$ cat src/rtl/logic_axi4_stream_arbiter_round_robin.sv
// Packet-granular round-robin arbiter sharing one AXI4-Stream sink between INPUTS sources.
// The grant is held from the first beat to tlast; the output stage is a single register slice.
//
//   state | meaning
//   IDLE  | no packet owns the sink; pick the next requester cyclically after last_grant
//   BUSY  | grant_q owns the sink until its tlast beat is accepted
module logic_axi4_stream_arbiter_round_robin #(
  parameter int INPUTS     = 2,
  parameter int DATA_WIDTH = 1,
  parameter int ID_WIDTH   = $clog2(INPUTS)
) (
  input  logic                         aclk,
  input  logic                         areset,
  input  logic [INPUTS-1:0]            rx_tvalid,
  input  logic [INPUTS-1:0]            rx_tlast,
  input  logic [INPUTS*DATA_WIDTH-1:0] rx_tdata,
  output logic [INPUTS-1:0]            rx_tready,
  output logic                         tx_tvalid,
  output logic                         tx_tlast,
  output logic [ID_WIDTH-1:0]          tx_tid,
  output logic [DATA_WIDTH-1:0]        tx_tdata,
  input  logic                         tx_tready
);

  typedef enum logic {
    S_IDLE = 1'b0,
    S_BUSY = 1'b1
  } state_t;

  state_t                state_q, state_d;
  logic [ID_WIDTH-1:0]   grant_q, grant_d;
  logic [ID_WIDTH-1:0]   last_grant_q, last_grant_d;
  logic                  tx_tvalid_q, tx_tvalid_d;
  logic                  tx_tlast_q, tx_tlast_d;
  logic [ID_WIDTH-1:0]   tx_tid_q, tx_tid_d;
  logic [DATA_WIDTH-1:0] tx_tdata_q, tx_tdata_d;

  logic                  space;
  logic                  accept;
  logic                  pick_found;
  logic [ID_WIDTH-1:0]   pick_idx;

  // Walk the offsets from farthest to nearest so the nearest requester after last_grant wins.
  always_comb begin
    pick_found = 1'b0;
    pick_idx   = '0;
    for (int k = INPUTS; k >= 1; k--) begin
      if (rx_tvalid[(int'(last_grant_q) + k) % INPUTS]) begin
        pick_found = 1'b1;
        pick_idx   = ID_WIDTH'((int'(last_grant_q) + k) % INPUTS);
      end
    end
  end

  // tx_tready reaches rx_tready combinationally so a packet streams at one beat per cycle.
  assign space = !tx_tvalid_q || tx_tready;

  always_comb begin
    rx_tready = '0;
    if (state_q == S_BUSY && space) begin
      rx_tready[grant_q] = 1'b1;
    end
  end

  assign accept = (state_q == S_BUSY) && space && rx_tvalid[grant_q];

  always_comb begin
    state_d      = state_q;
    grant_d      = grant_q;
    last_grant_d = last_grant_q;
    tx_tvalid_d  = tx_tvalid_q;
    tx_tlast_d   = tx_tlast_q;
    tx_tid_d     = tx_tid_q;
    tx_tdata_d   = tx_tdata_q;

    unique case (state_q)
      S_IDLE: begin
        if (pick_found) begin
          grant_d      = pick_idx;
          last_grant_d = pick_idx;
          state_d      = S_BUSY;
        end
      end
      S_BUSY: begin
        if (accept && rx_tlast[grant_q]) begin
          state_d = S_IDLE;
        end
      end
      default: state_d = S_IDLE;
    endcase

    if (accept) begin
      tx_tvalid_d = 1'b1;
      tx_tlast_d  = rx_tlast[grant_q];
      tx_tid_d    = grant_q;
      tx_tdata_d  = rx_tdata[int'(grant_q)*DATA_WIDTH +: DATA_WIDTH];
    end else if (tx_tready) begin
      tx_tvalid_d = 1'b0;
    end
  end

  always_ff @(posedge aclk) begin
    if (areset) begin
      state_q      <= S_IDLE;
      grant_q      <= '0;
      last_grant_q <= ID_WIDTH'(INPUTS - 1);
      tx_tvalid_q  <= 1'b0;
      tx_tlast_q   <= 1'b0;
      tx_tid_q     <= '0;
      tx_tdata_q   <= '0;
    end else begin
      state_q      <= state_d;
      grant_q      <= grant_d;
      last_grant_q <= last_grant_d;
      tx_tvalid_q  <= tx_tvalid_d;
      tx_tlast_q   <= tx_tlast_d;
      tx_tid_q     <= tx_tid_d;
      tx_tdata_q   <= tx_tdata_d;
    end
  end

  assign tx_tvalid = tx_tvalid_q;
  assign tx_tlast  = tx_tlast_q;
  assign tx_tid    = tx_tid_q;
  assign tx_tdata  = tx_tdata_q;

`ifndef LOGIC_STD_OVL_DISABLED
  a_ready_onehot: assert property (@(posedge aclk) disable iff (areset)
    $onehot0(rx_tready));
  a_tx_stable: assert property (@(posedge aclk) disable iff (areset)
    (tx_tvalid && !tx_tready) |=> ($stable(tx_tdata) && $stable(tx_tlast) && $stable(tx_tid)));
  a_grant_range: assert property (@(posedge aclk) disable iff (areset)
    int'(grant_q) < INPUTS);
`endif

endmodule
$ cat config.mk
export PLATFORM = sky130hd
export DESIGN_NAME = logic_axi4_stream_arbiter_round_robin
export DESIGN_NICKNAME = d
export VERILOG_FILES = /design/src/rtl/logic_axi4_stream_arbiter_round_robin.sv
export SDC_FILE = /design/constraint.sdc
export NUM_CORES = 1
export LEC_CHECK = 0
export ABC_CLOCK_PERIOD_IN_PS = 2800
export CORE_AREA = 2 2 39 41
export CTS_CLUSTER_DIAMETER = 200
export DETAILED_ROUTE_END_ITERATION = 16
export DIE_AREA = 0 0 41 43
export GPL_TIMING_DRIVEN = 0
export REMOVE_ABC_BUFFERS = 1
export SLEW_MARGIN = 30
export SYNTH_ARGS = -nofsm -noshare
export SYNTH_HDL_FRONTEND = slang
export SYNTH_SLANG_ARGS = --single-unit
$ cat constraint.sdc
create_clock -name aclk -period 2.8 [get_ports aclk]
set_clock_uncertainty 0.05 [all_clocks]
set_input_delay 0.56 -clock aclk [delete_from_list [all_inputs] [get_ports aclk]]
set_output_delay 0.56 -clock aclk [all_outputs]
set_load 0.02 [all_outputs]
# Yosys cells after proc, flatten, opt, wreduce, memory -nomap -nowiden
# Index checks and enable logic that the tools add are counted.
dict set report totals {
  mem_count 0
  rom_bits 0
  ram_bits 0
  regBits 7
  elab_cells 47
  latch_bits 0
}
dict set report op_classes {
  bitwise 3
  n_mux 22
  div 0
  shifts 1
  n_eq_ne 0
  n_addsub 2
  reduce_logical 8
  multipliers 0
  order_cmp 4
}
# cell n
set ops {}
lappend ops {{$mux W1} 19}
lappend ops {{$lt A2 B3 Y1 const B} 2}
lappend ops {{$logic_and A1 B1 Y1} 4}
lappend ops {{$add A1 B1 Y1 const B} 2}
lappend ops {{$and A1 B1 Y1 const A} 2}
lappend ops {{$lt A1 B2 Y1 const B} 1}
lappend ops {{$mux W2} 1}
lappend ops {{$pmux W1 S2} 1}
lappend ops {{$reduce_and A2 Y1} 1}
lappend ops {{$reduce_bool A2 Y1} 1}
lappend ops {{$shiftx A2 B2 Y1} 1}
lappend ops {{$demux W1 S1} 1}
lappend ops {{$ge A1 B1 Y1 const B} 1}
lappend ops {{$logic_not A1 Y1} 1}
lappend ops {{$logic_or A1 B1 Y1} 1}
lappend ops {{$not A1 Y1} 1}

# Depth between registers and ports, before layout
# Gate-level depths: netlist of run 1.
dict set report logic_depth {
  depth_word 9
  mapped_depth 4
  ltp_nobuf 3
}

# Least setup slack after synthesis of run 1
# OpenSTA, ideal clock, no wires.
dict set report synth_path {
  kind {in2out}
  start {in tx_tready}
  end {out rx_tready[0]}
  setup_slack_ns 0.955
  path_stages 2
  t_arrival_ns 1.235
  required_ns 2.190
  cell_sequence {and2b_1 > nor3_1}
}
dict set report synth_via {
  elab_chain_cells 3
}
# element line_no
set synth_lines {}
lappend synth_lines {{start, declared} 22} ;# input logic tx_tready
lappend synth_lines {{$logic_or A1 B1 Y1} 56} ;# assign space = !tx_tvalid_q || tx_tready;
lappend synth_lines {{$logic_and A1 B1 Y1} 60} ;# if (state_q == S_BUSY && space) begin
lappend synth_lines {{$mux W2} 60}
lappend synth_lines {{end, declared} 17} ;# output logic [INPUTS-1:0] rx_tready,
# No other way between the ends.

# Final worst setup path of run 1
# Ends and elaborated chain as after synthesis.

==> flow_metrics.py, run 1 <==
metrics = {
    "worst_hold_path": {
        "hold_end": "tx_tlast",
        "min-delay-path-class": "flop to flop",
        "hold_depth": 2,
        "hp-start": "tx_tlast",
    },
    "worst_setup_path": {
        "crit_type": "input port to primary output",
        "worst_path_largest_cell_delay_ns": 0.62,
        "worst-path-buf-inv": 2,
        "critical_path_peak_fanout": 5,
        "worstPathCellList": "clkdlybuf4s50_1 > and2b_1 > nor3_1 > clkdlybuf4s50_1",
        "rr_worst_depth": 3,
        "rrSetupSlack_ns": 1.49,
        "timing.rr.end": "tx_tdata",
        "cpMostUsedCell": "clkdlybuf4s50_1",
        "r2r-start": "grant_q",
        "required_ns": 2.19,
        "critPathArrivalTime_ns": 2.03,
        "start_kind": "input port",
        "slowest_stage": "clkdlybuf4s50_1",
        "critPathTopFamily": "buffers and inverters",
        "worst_setup_path_end_kind": "primary output",
    },
    "yosys": {
        "yosys_warnings": 0,
        "synth_top_family_by_area": "simple AND/OR/NAND/NOR gates",
        "synthSimpleGateAreaFrac_pct": 27.9,
        "synth_adder_area_share_pct": 0,
        "synth_area_per_cell_um2": 9.56,
        "synth-compound-area-share_pct": 14.4,
        "synth.distinct_cells": 23,
        "ys_ff_latch": 7,
        "yosys-mux-area-fraction_pct": 13.8,
        "synthXorXnorAreaFrac_pct": 0,
        "syn_inst": 39,
        "synthesis.area_um2": 373,
        "ys_seq_area_share_pct": 37.6,
    },
    "floorplanning": {
        "start_util_pct": 26.9,
        "die-area_mm2": 0.00176,
        "fp-row-count": 14,
        "top_level_ports": 15,
        "dieHeight_um": 43,
        "die_w_um": 41,
        "design.core.area_mm2": 0.00138,
    },
    "grt": {
        "grt.met3_usage_pct": 3.14,
        "antenna_found_initial": 0,
        "grt_overflow_total": 0,
        "top_usage_layer": "met2",
        "grt_use_total_pct": 11.7,
        "grt_max_degree": 10,
        "gr-usage-met2_pct": 17.2,
        "grt_pass1_vias": 323,
        "grt_pass1_wl_um": 1300,
        "use_met1_pct": 12.0,
    },
    "outcome": {
        "status": "finished clean",
    },
    "cts": {
        "htree_levels": 1,
        "cts_hold_buf": 0,
        "cts_buffer_depth": 2,
        "cts_tree": "yes",
        "cts_buffers": 3,
        "cts_resized": 0,
        "clk_latency_ns": 0.26,
        "path_clk_slew_ns": 0.05,
        "cts-root-buf": "clkbuf_4",
        "postCtsSetupRepairBufs": 0,
        "cts.sinks": 7,
    },
    "sta": {
        "setup_viol": 0,
        "slew_viol_final": 0,
        "fmax_mhz": 378,
        "hold_viol_final": 0,
        "rsz0062_at_grt": "false",
        "max_slew_margin_pct": 74.3,
        "fin_crit_ns": 2.64,
        "tns_ns": 0,
        "min_period_over_period_pct": 94.4,
        "worst_pin_slew_ns": 0.385,
    },
    "route": {
        "routed_wl_um": 818,
        "drtIter0Drc": 2,
        "wl_per_cell_um": 11.5,
        "dr.pass1.iters": 4,
        "vias_per_cell": 5.03,
        "ant_nets": 0,
        "vias": 357,
        "drcViolationCount": 0,
    },
    "power": {
        "p_leak_nw": 0.205,
        "pwr_density_cell_mw_per_mm2": 499,
        "p_total_mw": 0.271,
        "ir_drop_uv": 182,
    },
    "finish": {
        "diodes": 0,
        "drive_above_1_share_pct": 16.4,
        "syn2layout_area_growth_pct": 45.6,
        "num-nets-final": 65,
    },
    "place": {
        "gp_congestion": 0.701,
        "dp_hpwl_um": 599,
        "io_buffers": 14,
    },
    "job": {
        "maxCapViolCount": 0,
    },
}
cell usage in the layout (no fill, tap or decap), types with 2 or more instances in the layout:
cell type        count
nand2_1              2
nor3_1               2
dfxtp_1              7
clkdlybuf4s50_1     14
nand2b_1             2
clkbuf_4             3
mux2_4               2
inv_1                2
nor2_1               3
a21oi_1              3
a31oi_1              2
state kept, by name, indices dropped and copies added, names as in the netlist:
| register | flops |
|---|---|
| tx_tdata | 1 |
| tx_tvalid | 1 |
| tx_tid | 1 |
| state_q | 1 |
| last_grant_q | 1 |
| grant_q | 1 |
| tx_tlast | 1 |
synthesized netlist by cell type (all sizes together):
cell | number | area, um2
a31oi | 2 | 12.5
nor4b | 1 | 8.76
a21oi | 3 | 15.0
and2b | 1 | 7.51
mux2 | 3 | 41.3
o31ai | 1 | 7.51
nand4 | 1 | 12.5
nor3 | 2 | 10.0
nand2b | 2 | 12.5
a32oi | 1 | 8.76
and3 | 1 | 7.51
mux2i | 1 | 10.0
inv | 2 | 7.51
dfxtp | 7 | 140
o311a | 1 | 10.0
nor2 | 3 | 11.3
nor4 | 2 | 18.8
nand2 | 2 | 7.51
buf | 2 | 16.3
nor3b | 1 | 7.51
cell type report:
class	count	area (um2)
Timing Repair Buffer	14	140
Inverter	2	7.51
Fill cell	150	841
Multi-Input combinational cell	28	209
Tap cell	16	20.0
Sequential cell	7	140
Clock buffer	4	26.3
cells by family after synthesis:
| logic type | Yosys count |
|---|---|
| DFF | 7 |
| and+or+nand+nor | 16 |
| buffers and inverters | 4 |
| AOI/OAI and AO/OA | 8 |
| muxes | 4 |
metal layers:
metal  share of wire [%]  vias up  wire (um)
met3                 7.9        4         65
met2                  43       12        355
met4                 4.9        0         40
li1                    -      175          -
met5                   0        -          0
met1                  44      166        356
stage by stage:
stage	util (%)	area [um2]	cells	hold slack [ns]	worst slack [ns]
5_1_grt	39.2	543	71	0.458	0.0969
3_3_place_gp	37.3	517	67	0.417	0.149
6_report	39.2	543	71	0.427	0.157
4_1_cts	39.2	543	71	0.432	0.130
3_5_place_dp	37.3	517	67	0.423	0.142
2_1_floorplan	-	357	37	0.410	0.955
worst register-to-register path: cells and delay by family (launching register included):
| family | cells | cell delay, ns |
|---|---|---|
| DFF | 1 | 0.55 |
| muxes | 1 | 0.39 |
| and+or+nand+nor | 2 | 0.22 |
power breakdown:
part           total (mW)  leakage (nW)  switching [mW]  internal [mW]
Sequential          0.115        0.0576         0.00877          0.107
Combinational      0.0602         0.132          0.0256         0.0346
Clock              0.0954        0.0150          0.0408         0.0546
Total               0.271         0.205          0.0752          0.196
worst max-delay path by stage:
stage / start / end / slack (ns) / cells past startpoint
finish: tx_tready / rx_tready[0] / 0.16 / 4
global route: tx_tready / rx_tready[0] / 0.1 / 4
CTS: tx_tready / rx_tready[0] / 0.13 / 4
detailed placement: tx_tready / rx_tready[0] / 0.14 / 4
global placement: tx_tready / rx_tready[0] / 0.15 / 4
floorplan: tx_tready / rx_tready[0] / 0.96 / 2
No activity file was read; power rests on OpenSTA's default activity.
==> run 2, diff against run 1 <==
--- a/config.mk
+++ b/config.mk
@@ -6,6 +6,7 @@
 export NUM_CORES = 1
 export LEC_CHECK = 0
 export ABC_CLOCK_PERIOD_IN_PS = 2800
+export CAP_MARGIN = 30
 export CORE_AREA = 2 2 39 41
 export CTS_CLUSTER_DIAMETER = 200
 export DETAILED_ROUTE_END_ITERATION = 16
==> results of run 2 <==
No change in the layout: final DEF, timing and power equal those of run 1.
==> run 3, diff against run 2 <==
--- a/config.mk
+++ b/config.mk
@@ -6,7 +6,7 @@
 export NUM_CORES = 1
 export LEC_CHECK = 0
 export ABC_CLOCK_PERIOD_IN_PS = 2800
-export CAP_MARGIN = 30
+export CAP_MARGIN = 25
 export CORE_AREA = 2 2 39 41
 export CTS_CLUSTER_DIAMETER = 200
 export DETAILED_ROUTE_END_ITERATION = 16
==> results of run 3 <==
No change in the layout: final DEF, timing and power equal those of run 1.
==> variant 1, RTL diff (flow settings as in run 3) <==
`INPUTS`: 2 -> 4.
--- a/src/rtl/logic_axi4_stream_arbiter_round_robin.sv
+++ b/src/rtl/logic_axi4_stream_arbiter_round_robin.sv
@@ -5,7 +5,7 @@
 //   IDLE  | no packet owns the sink; pick the next requester cyclically after last_grant
 //   BUSY  | grant_q owns the sink until its tlast beat is accepted
 module logic_axi4_stream_arbiter_round_robin #(
-  parameter int INPUTS     = 2,
+  parameter int INPUTS     = 4,
   parameter int DATA_WIDTH = 1,
   parameter int ID_WIDTH   = $clog2(INPUTS)
 ) (
Ports: changed (5 resized); port bits go from 15 to 24. No check against the original RTL was run, so the function may have changed too.
==> variant 1 against run 3 <==
  * Sequential cell count increased by 3
  * Sequential power increased by 57%
  * Cell area increased by 66%
  * Area after synthesis increased by 77%
  * Wire length increased by 84%
  * Die area unchanged
  * Setup slack got worse by 0.015 ns
  * Power increased by 65%
  * Critical endpoint is now rx_tready[2]
  * Largest cell class unchanged
  * Largest power group unchanged
==> variant 1: results (changes against run 3) <==
status: "finished clean"
grt_max_degree: 11  # +1
drive_gt1_share_pct: 8.25  # -8.1 points
synth-seq-area-share_pct: 30.4  # -7.2 points
p_leak_nw: 0.360  # +75%
post-cts-setup-buffer-count: 0  # unchanged
critPathArrivalTime_ns: 2.05  # +0.02 ns
drt_iter0_drc: 7  # +5
pre_cts_slack_ns: 0.137  # -0.00515 ns
max_stage_delay_ns: 0.54  # -0.08 ns
p_total_w: 0.000447  # +65%
grt_usage_pct: 21.2  # +9.6 points
gp_congestion: 0.821  # +17%
grt_pass1_wl_mm: 2.42  # +85%
portBuffers: 23  # +9
slew_headroom_pct: 74.4  # +0.084 points
wire_per_inst_um: 13.3  # +16%
vdd_drop_max_uv: 297  # +63%
synth_common_cells: "11 x nor2_1, 10 x dfxtp_1, 6 x a21oi_1, 6 x nand2_1, 5 x inv_1"
clock_latency_ns: 0.28  # +0.02 ns
grt_pass1_vias: 571  # +77%
p_sw_w: 0.000140  # +86%
netlist-cell-type-count: 32  # +39%
dp_hpwl_mm: 1.09  # +82%
synthCells: 76  # +95%
vias: 641  # +80%
dpl_cell_area_um2: 863  # +67%
htree_levels: 1  # unchanged
clk_pin_slew_ns: 0.07  # +0.02 ns
yosys-top-cells-area: "dfxtp_1 30%, mux4_1 8.0%, nor2_1 6.3%"
seqPwrFrac_pct: 40.2  # -2.4 points
pwr-share-clk_pct: 31.3  # -3.9 points
yosysWarnings: 0  # unchanged
clockBufferDepth: 2  # unchanged
vias_per_cell: 5.67  # +13%
synth.most_common_cell: "nor2_1"
dp_cells: 109  # +63%
-- variant 1: cell count changes after synthesis, sizes merged, moves of 3 or more --
| cell | run 3 | this run |
|---|---|---|
| mux4 | 0 | 3 |
| nand2 | 2 | 6 |
| inv | 2 | 5 |
| nand3 | 0 | 3 |
| nor2 | 3 | 11 |
| buf | 2 | 6 |
| a21oi | 3 | 6 |
| mux2 | 3 | 0 |
| dfxtp | 7 | 10 |
-- variant 1: cell type report --
class,instances,area (µm²)
multi-input cells,55,394
clock buffers,4,36.3
flip-flops and latches,10,200
fillers,125,484
inverters,5,18.8
well taps,16,20.0
repair buffers,23,230
-- variant 1: worst min-delay path, cell delays in order, from the launching register on --
cell and delay [ns]:
dfxtp_1 0.32, nand2_1 0.05, a21oi_1 0.05
-- variant 1: layer usage --
layer | GRT usage (%) | part of all wire (%) | vias up
li1 | - | - | 323
met1 | 27.3 | 48 | 293
met2 | 28.4 | 44 | 20
met3 | 7.85 | 5.0 | 5
met4 | 14.0 | 2.7 | 0
met5 | 0 | 0 | -
-- variant 1: final timing paths --
check	slack, ns	cells past startpoint	end	start
hold reg to reg	0.41	2	tx_tid[1]$_SDFFE_PP0P_	tx_tid[1]$_SDFFE_PP0P_
setup / recovery	0.14	5	rx_tready[2]	tx_tready
hold / removal	0.41	2	tx_tid[1]$_SDFFE_PP0P_	tx_tid[1]$_SDFFE_PP0P_
setup reg to reg	1.12	4	tx_tdata$_SDFFE_PP0P_	grant_q[0]$_SDFFE_PP0P_
-- variant 1: logic make-up (layout without fill, tap and decap cells) --
group,after synthesis,after routing,synth area share [%]
simple gates,34,34,27.9
mux,6,6,16.0
compound gates,15,15,16.0
flops,10,10,30.4
buf+inv,11,32,9.70
==> variant 2, RTL diff (settings of run 3) <==
Made on the original files. Reset style: asynchronous (`areset`), changed in one clocked block.
--- a/src/rtl/logic_axi4_stream_arbiter_round_robin.sv
+++ b/src/rtl/logic_axi4_stream_arbiter_round_robin.sv
@@ -99,7 +99,7 @@
     end
   end
 
-  always_ff @(posedge aclk) begin
+  always_ff @(posedge aclk or posedge areset) begin
     if (areset) begin
       state_q      <= S_IDLE;
       grant_q      <= '0;
Check against the original RTL: differs if areset is asserted again (counterexample within 4 cycles, from zero or initial values and one cycle with areset high); with areset held inactive, the same outputs for 10 cycles.
==> variant 2 against run 3 <==
  * Critical path type unchanged
  * Hold slack better by 0.021 ns
  * Die area is the same
  * Sequential share of layout area up 6.8 points
  * Sequential cell count did not move
  * Non-clock buffer count unchanged
  * Setup slack worse by 0.0014 ns
  * Cell area fell by 0.23%
  * Area after synthesis down 1.7%
  * Wire length shrank 13%
  * Critical endpoint is now rx_tready[1]
Power is not compared: it rests on default switching activity, and its combinational part moved more than twofold at a synthesized area within 25%.
==> variant 2: results (changes against run 3) <==
drt_iter0_drc: 4  # +2
synth_common_cells: "6 x dfrtp_1, 3 x nand2_1, 3 x nand2b_1"
async_flop_share_pct: 100  # +100 points
diodes: 0  # unchanged
r2r_slack_ns: 1.42  # -0.07 ns
crit_slowest_cell: "clkdlybuf4s50_1"
use_met3_pct: 7.85  # +4.7 points
clk_share_pct: 4.85  # +0.011 points
grt_util_met2_pct: 16.9  # -0.31 points
gp_congestion: 0.632  # -9.8%
path_delay_family: "buffers and inverters"
post-cts-setup-buffer-count: 0  # unchanged
drtPass1Iterations: 5  # +1
hold_end: "last_grant_q$_DFFE_PP1P_"
wirelength_um: 711  # -13%
regToRegStartpoint: "grant_q$_DFFE_PP0P_"
tightest_slew_ns: 0.298  # -0.0866 ns
inverters_excl_clock: 2  # unchanged
multiInputCombCellCount: 22  # -21%
dp_hpwl_um: 533  # -11%
grt_max_degree: 9  # -1
grt_pass1_wl_mm: 1.22  # -6.4%
synth-seq-area-share_pct: 48.1  # +11 points
sh_seq_area_pct: 32.6  # +6.8 points
yosys-top-cells-area: "dfrtp_1 41%, dfstp_2 7.2%, o211ai_4 5.8%"
worstPathMaxFanout: 6  # +1
max_stage_delay_ns: 0.59  # -0.03 ns
seq_cell_count: 7  # unchanged
hold_start: "last_grant_q$_DFFE_PP1P_"
wl_met1_um: 284  # -20%
fillCellCount: 153  # +2.0%
cts_buffers: 3  # unchanged
multi_input_area_um2: 171  # -18%
buffer_area_share_pct: 25.9  # +0.060 points
grt_pass1_vias: 297  # -8.0%
status: "finished clean"
synth.most_common_cell: "dfrtp_1"
vdd_drop_max_uv: 372
grt_util_met1_pct: 10.9  # -1.1 points
vias_per_cell: 4.63  # -7.9%
crit_end: "rx_tready[1]"
finalHoldViolCount: 0  # unchanged
reg2reg_to: "tx_tdata$_DFFE_PP0P_"
wl_met3_um: 66  # +1.5%
dr_wl_met2_um: 351  # -1.1%
variant 2: power groups by stage:
stage | combinational, W | sequential, W | clock, W
floorplan | 0.000159 | 0.000236 | 0
global placement | 0.000307 | 0.000209 | 0
detailed placement | 0.000309 | 0.000211 | 0
CTS | 0.000311 | 0.000209 | 0.0000966
global route | 0.000334 | 0.000218 | 0.000103
finish | 0.000308 | 0.000209 | 0.0000913
variant 2: metrics by stage:
stage	power (W)	cell area, µm²	std cells	util [%]	setup WS (ns)
6_report	0.000608	542	65	39.2	0.155
5_1_grt	0.000655	542	65	39.2	0.102
4_1_cts	0.000616	542	65	39.2	0.155
3_5_place_dp	0.000519	515	61	37.3	0.165
3_3_place_gp	0.000516	515	61	37.3	0.156
2_1_floorplan	0.000394	355	31	-	1.06
variant 2: kinds of logic after synthesis:
family / Yosys count / synth area share, %
AOI/OAI and AO/OA: 7 / 17.4
buffers and inverters: 3 / 5.12
and+or+nand+nor: 11 / 16.7
muxes: 4 / 12.6
DFF: 7 / 48.1
